### src/rtl/convol_pkg.sv
// Shared types and constants for the convol_mla convolution engine.
// Optional saturation of the output is selected with the CONVOL_SAT_EN macro (see convol_mla).
package convol_pkg;

    localparam int unsigned DataWidth = 8;
    localparam int unsigned ProdWidth = 2 * DataWidth;

    typedef enum logic {
        StRun,
        StDone
    } state_t;

    // Wide enough for min(m, n) full-scale products summed together.
    function automatic int unsigned acc_width(input int unsigned m, input int unsigned n);
        int unsigned terms;
        terms = (m < n) ? m : n;
        return ProdWidth + $clog2(terms + 1);
    endfunction

endpackage

### src/rtl/convol_mac.sv
// Combinational multiply-accumulate producing the full-width y[k] from the stored samples plus
// the samples presented at edge k.
module convol_mac
    import convol_pkg::*;
#(
    parameter int unsigned m        = 6,
    parameter int unsigned n        = 5,
    parameter int unsigned KWidth   = 4,
    parameter int unsigned AccWidth = acc_width(m, n)
) (
    input  logic [DataWidth-1:0] a_vec [m],
    input  logic [DataWidth-1:0] b_vec [n],
    input  logic [KWidth-1:0]    k,
    input  logic [DataWidth-1:0] a_in,
    input  logic [DataWidth-1:0] b_in,
    output logic [AccWidth-1:0]  y
);

    logic [DataWidth-1:0] a_eff [m];
    logic [DataWidth-1:0] b_eff [n];

    // Effective A: stored below k, live input at k, zero beyond (not yet seen).
    always_comb begin
        for (int i = 0; i < int'(m); i++) begin
            a_eff[i] = '0;
            if (KWidth'(i) < k) begin
                a_eff[i] = a_vec[i];
            end else if (KWidth'(i) == k) begin
                a_eff[i] = a_in;
            end
        end
    end

    // Effective B, same rule as A.
    always_comb begin
        for (int j = 0; j < int'(n); j++) begin
            b_eff[j] = '0;
            if (KWidth'(j) < k) begin
                b_eff[j] = b_vec[j];
            end else if (KWidth'(j) == k) begin
                b_eff[j] = b_in;
            end
        end
    end

    // Sum every A[i]*B[j] pair on the anti-diagonal i + j == k.
    always_comb begin
        logic [ProdWidth-1:0] prod;
        logic [AccWidth-1:0]  acc;
        acc  = '0;
        prod = '0;
        for (int i = 0; i < int'(m); i++) begin
            for (int j = 0; j < int'(n); j++) begin
                if (KWidth'(i + j) == k) begin
                    prod = ProdWidth'(a_eff[i]) * ProdWidth'(b_eff[j]);
                    acc  = acc + AccWidth'(prod);
                end
            end
        end
        y = acc;
    end

endmodule

### src/rtl/convol_mla.sv
// Streaming 1-D full linear convolution: captures m samples of A and n samples of B after reset
// and emits the m+n-1 outputs serially, then holds out=0 until the next reset.
// Define CONVOL_SAT_EN to saturate out at 255 instead of wrapping modulo 256.
module convol_mla
    import convol_pkg::*;
#(
    parameter int unsigned m = 6,
    parameter int unsigned n = 5
) (
    input  logic                 clk,
    input  logic                 rst,
    input  logic [DataWidth-1:0] A,
    input  logic [DataWidth-1:0] B,
    output logic [DataWidth-1:0] out
);

    localparam int unsigned        KWidth   = $clog2(m + n);
    localparam int unsigned        AccWidth = acc_width(m, n);
    localparam logic [KWidth-1:0]  KLast    = KWidth'(m + n - 2);

    state_t               state_q, state_d;
    logic [KWidth-1:0]    k_q, k_d;
    logic [DataWidth-1:0] out_q, out_d;
    logic [DataWidth-1:0] a_q [m];
    logic [DataWidth-1:0] b_q [n];
    logic [AccWidth-1:0]  y;

    convol_mac #(
        .m        (m),
        .n        (n),
        .KWidth   (KWidth),
        .AccWidth (AccWidth)
    ) u_mac (
        .a_vec (a_q),
        .b_vec (b_q),
        .k     (k_q),
        .a_in  (A),
        .b_in  (B),
        .y     (y)
    );

    // Sample capture: slot k takes the live input at edge k; later inputs are ignored.
    always_ff @(posedge clk) begin
        if (rst) begin
            for (int i = 0; i < int'(m); i++) a_q[i] <= '0;
            for (int j = 0; j < int'(n); j++) b_q[j] <= '0;
        end else if (state_q == StRun) begin
            for (int i = 0; i < int'(m); i++) begin
                if (k_q == KWidth'(i)) a_q[i] <= A;
            end
            for (int j = 0; j < int'(n); j++) begin
                if (k_q == KWidth'(j)) b_q[j] <= B;
            end
        end
    end

    // State, counter and output registers.
    always_ff @(posedge clk) begin
        if (rst) begin
            state_q <= StRun;
            k_q     <= '0;
            out_q   <= '0;
        end else begin
            state_q <= state_d;
            k_q     <= k_d;
            out_q   <= out_d;
        end
    end

    // Next-state logic; out is forced to zero once the last output has been registered.
    always_comb begin
        state_d = state_q;
        k_d     = k_q;
        out_d   = '0;
        unique case (state_q)
            StRun: begin
`ifdef CONVOL_SAT_EN
                out_d = (y > AccWidth'((1 << DataWidth) - 1)) ? '1 : DataWidth'(y);
`else
                out_d = DataWidth'(y);
`endif
                if (k_q == KLast) begin
                    state_d = StDone;
                end else begin
                    k_d = k_q + KWidth'(1);
                end
            end
            StDone: begin
                out_d = '0;
            end
        endcase
    end

    assign out = out_q;

endmodule

### config.mk
export PLATFORM = sky130hd
export DESIGN_NAME = convol_mla
export DESIGN_NICKNAME = d
export VERILOG_FILES = /design/src/rtl/convol_pkg.sv /design/src/rtl/convol_mac.sv /design/src/rtl/convol_mla.sv
export SDC_FILE = /design/constraint.sdc
export NUM_CORES = 2
export LEC_CHECK = 0
export ABC_AREA = 1
export ABC_CLOCK_PERIOD_IN_PS = 86700
export CAP_MARGIN = 10
export CORE_UTILIZATION = 61
export CTS_CLUSTER_DIAMETER = 150
export CTS_CLUSTER_SIZE = 25
export DETAILED_ROUTE_END_ITERATION = 6
export GPL_ROUTABILITY_DRIVEN = 0
export PLACE_DENSITY_LB_ADDON = 0.25
export SLEW_MARGIN = 30
export SYNTH_ARGS = -nofsm -noshare
export SYNTH_HDL_FRONTEND = slang
export SYNTH_SLANG_ARGS = --single-unit
### constraint.sdc
create_clock -name clk -period 86.7 [get_ports clk]
set_clock_uncertainty 0.2 [all_clocks]
set_input_delay 8.67 -clock clk [delete_from_list [all_inputs] [get_ports clk]]
set_output_delay 8.67 -clock clk [all_outputs]
set_load 0.02 [all_outputs]
==> flow_summary.toml <==
[global_route]
grt_overflow = 0
grt_pass1_vias = 35830
grtUsageTotal = 0.3806
grt_max_degree = 64
antenna_found_initial = 2
grt_pass1_wl_um = 194800

[sta]
worst_slew_pin_slew_ps = 1059
setup_tns_ps = -6653
rsz0062_at_grt = "yes"
setup_viol = 4
hold_violations = 0
slew_viol_final = 0
fin_ws_ps = -2873
relSlewSlack = 0.2941
fin_hold_ws_ps = 256.8
fmax_mhz = 11.16
final.min_clock_period_ps = 89570
period_share = 1.033

[min_path]
hp-start = "a_q[27]$_SDFFE_PP0P_"
min_path_cells = 2
hold_path.class = "flip-flop to flip-flop"
min_to = "a_q[27]$_SDFFE_PP0P_"

[route]
vias = 36470
vias_per_cell = 5.578
wirelength_um = 126700
drtPass1Iterations = 7
wl_per_cell_um = 19.38
drc = 20
ant_nets = 0
drt_iter0_markers = 3612

[logic_synthesis]
synth_flop_cell = "dfxtp_1"
ys_top_cells_by_count = "nand2_1 (1,291), inv_1 (1,265), fa_1 (534), ha_1 (513), nor2_1 (306)"
synth_edf_count = 0
ys_async_sr_fraction = 0
synth_area_leaders = "fa_1 (27%), ha_1 (16%), nand2_1 (12%)"
avgSynthCellArea_um2 = 7.187
synth_area_mm2 = 0.03941
seq_area_frac_synth = 0.05130
synth_cell_types = 50
synth_most_common_cell = "nand2_1"
syn_inst = 5484
ys_ff_latch = 101
ys.warnings.count = 0
synth_top_area_share = 0.2712
syn_nets = 6549
yosys.area.top_type = "fa_1"

[clock_network]
cts-root-buf = "clkbuf_16"
numCtsBuffers = 9
cts_buffer_depth = 2
clk_pin_slew_ps = 90
cts.htree.levels = 3
clkLatencyLatePin_ps = 380
cts_sinks = 101
tritoncts = "built"

[floorplan]
dieArea_mm2 = 0.06563
start_util = 0.6214
core_area_mm2 = 0.06343
rows = 92
ioPinCount = 26
die_w_um = 256.2
fp.dieH_um = 256.2

[pwr]
p_leak_nw = 24.92
max-vdd-ir-drop_mv = 0.01658
seqPwrFrac = 0.069
p_int_uw = 360.0
power.clock.fraction = 0.057
power.total_uw = 771.6
p_comb_frac = 0.874
p_sw_frac = 0.5334
power_density_mw_per_mm2 = 17.21
p_sw_uw = 411.5

[setup_path]
cp-end-kind = "flip-flop"
path_class = "primary input to flip-flop"
cpPeakStageDelay_ps = 590
timing.rr.end = "out[7]$_SDFF_PP0_"
critical-path-slowest-cell = "fa_1"
worst_path_most_repeated_cell = "fa_1"
critPathMaxFanout = 4
regToRegStartpoint = "k_q[1]$_SDFFE_PP0P_"
ff2ff_path_depth = 303
cp.arrival_ps = 89640
worstPathRequired_ps = 86760
startpoint_type = "primary input"
reg2reg_slack_ps = 3750

[run]
cap_violations = 0

[layout]
final_util = 0.7067
layout-drive-gt1-share = 0.1516
fin_cells = 6539
nets = 6753
syn2layout_area_growth_pct = 13.74
diodes = 0

[place]
io_buffers = 25
dpl.cell_count = 6469
dpl.hpwl_um = 92290

[status]
status = "finished with violations"
violations = "DRC, setup timing"
## per-stage QoR
step | setup WS [ps] | instance area (µm²)
finish | -2873 | 44830
global route | -5533 | 44830
CTS | -4713 | 43390
detailed placement | -5757 | 42740
global placement | -4537 | 42740
floorplan | -2255 | 39590
## what timing repair did
item                       in CTS  in global routing
setup endpoints to repair       4                  4
setup buffers                  13                 42
resized for setup              29                308
hold buffers                    0                  0
hold endpoints to repair        0                  0
pin swaps                      49                310
## state kept, by name, indices dropped and copies added, names as in the netlist
| name | flops |
|---|---|
| a_q | 48 |
| b_q | 40 |
| k_q | 4 |
| out | 8 |
| state_q | 1 |
## worst max path at each step
stage	slack (ps)	end	start	depth (start not counted)
3_5_place_dp	-5760	out[7]$_SDFF_PP0_	B[2]	295
2_1_floorplan	-2260	out[7]$_SDFF_PP0_	A[1]	301
3_3_place_gp	-4540	out[7]$_SDFF_PP0_	B[2]	295
5_1_grt	-5530	out[7]$_SDFF_PP0_	B[4]	326
4_1_cts	-4710	out[7]$_SDFF_PP0_	B[2]	295
6_report	-2870	out[7]$_SDFF_PP0_	B[4]	301
## kinds of logic after synthesis
family | count (synthesis) | share of synthesized area
compound gates | 357 | 0.05321
xor+xnor | 487 | 0.1082
fa+ha+maj | 1047 | 0.4341
buf+inv | 1526 | 0.1478
flops | 101 | 0.05130
simple gates | 1966 | 0.2053
## power groups by stage
| stage | Combinational (mW) | Sequential [mW] | Clock [mW] |
|---|---|---|---|
| after floorplan | 0.390 | 0.0555 | 0 |
| after global placement | 0.556 | 0.0541 | 0 |
| after detailed placement | 0.579 | 0.0543 | 0 |
| after CTS | 0.598 | 0.0532 | 0.0433 |
| after global routing | 0.761 | 0.0537 | 0.0456 |
| final | 0.674 | 0.0533 | 0.0439 |
## critical path: cells and delay by family
kind	cells	cell delay, ps
xor gates and xnor gates	29	3990
adders and majority gates	150	66180
and+or+nand+nor	62	6910
AOI/OAI and AO/OA	7	1170
buffers and inverters	53	2610
## placed cells by master, fill, tap and decap left out, drive strengths merged, types with 6 or more instances in the layout
cell type      synthesis  layout
o21ai                136     136
inv                 1278    1283
a211oi                13      13
nand2               1300    1300
xor2                 223     223
o22ai                 36      36
nor3                   7       7
fa                   534     534
or2                   76      76
and2                  22      22
a21oi                143     143
ha                   513     513
nand3                242     242
dfxtp                101     101
xnor2                264     264
clkdlybuf4s50          0      12
dlymetal6s2s           0       6
nor2                 314     314
clkinv                11      12
buf                   81     408
o21a                  10      10
clkbuf               156      13
## routing by layer
metal  vias up  share of wire  global-route usage
met4         2          0.068              0.1888
met1     17290           0.37              0.4980
met5         -       0.000079                   0
met2      2046           0.43              0.5872
met3       544           0.13             0.09263
li1      16590              -                   -
## cell type report
type / count / area (µm²)
well taps: 846 / 1059
clock buffers: 9 / 225.2
fillers: 5054 / 18600
multi-input cells: 3857 / 33230
inverters: 1289 / 4852
clock inverters: 7 / 86.33
repair buffers: 430 / 3351
flip-flops and latches: 101 / 2022
No activity file was read; power rests on OpenSTA's default activity.
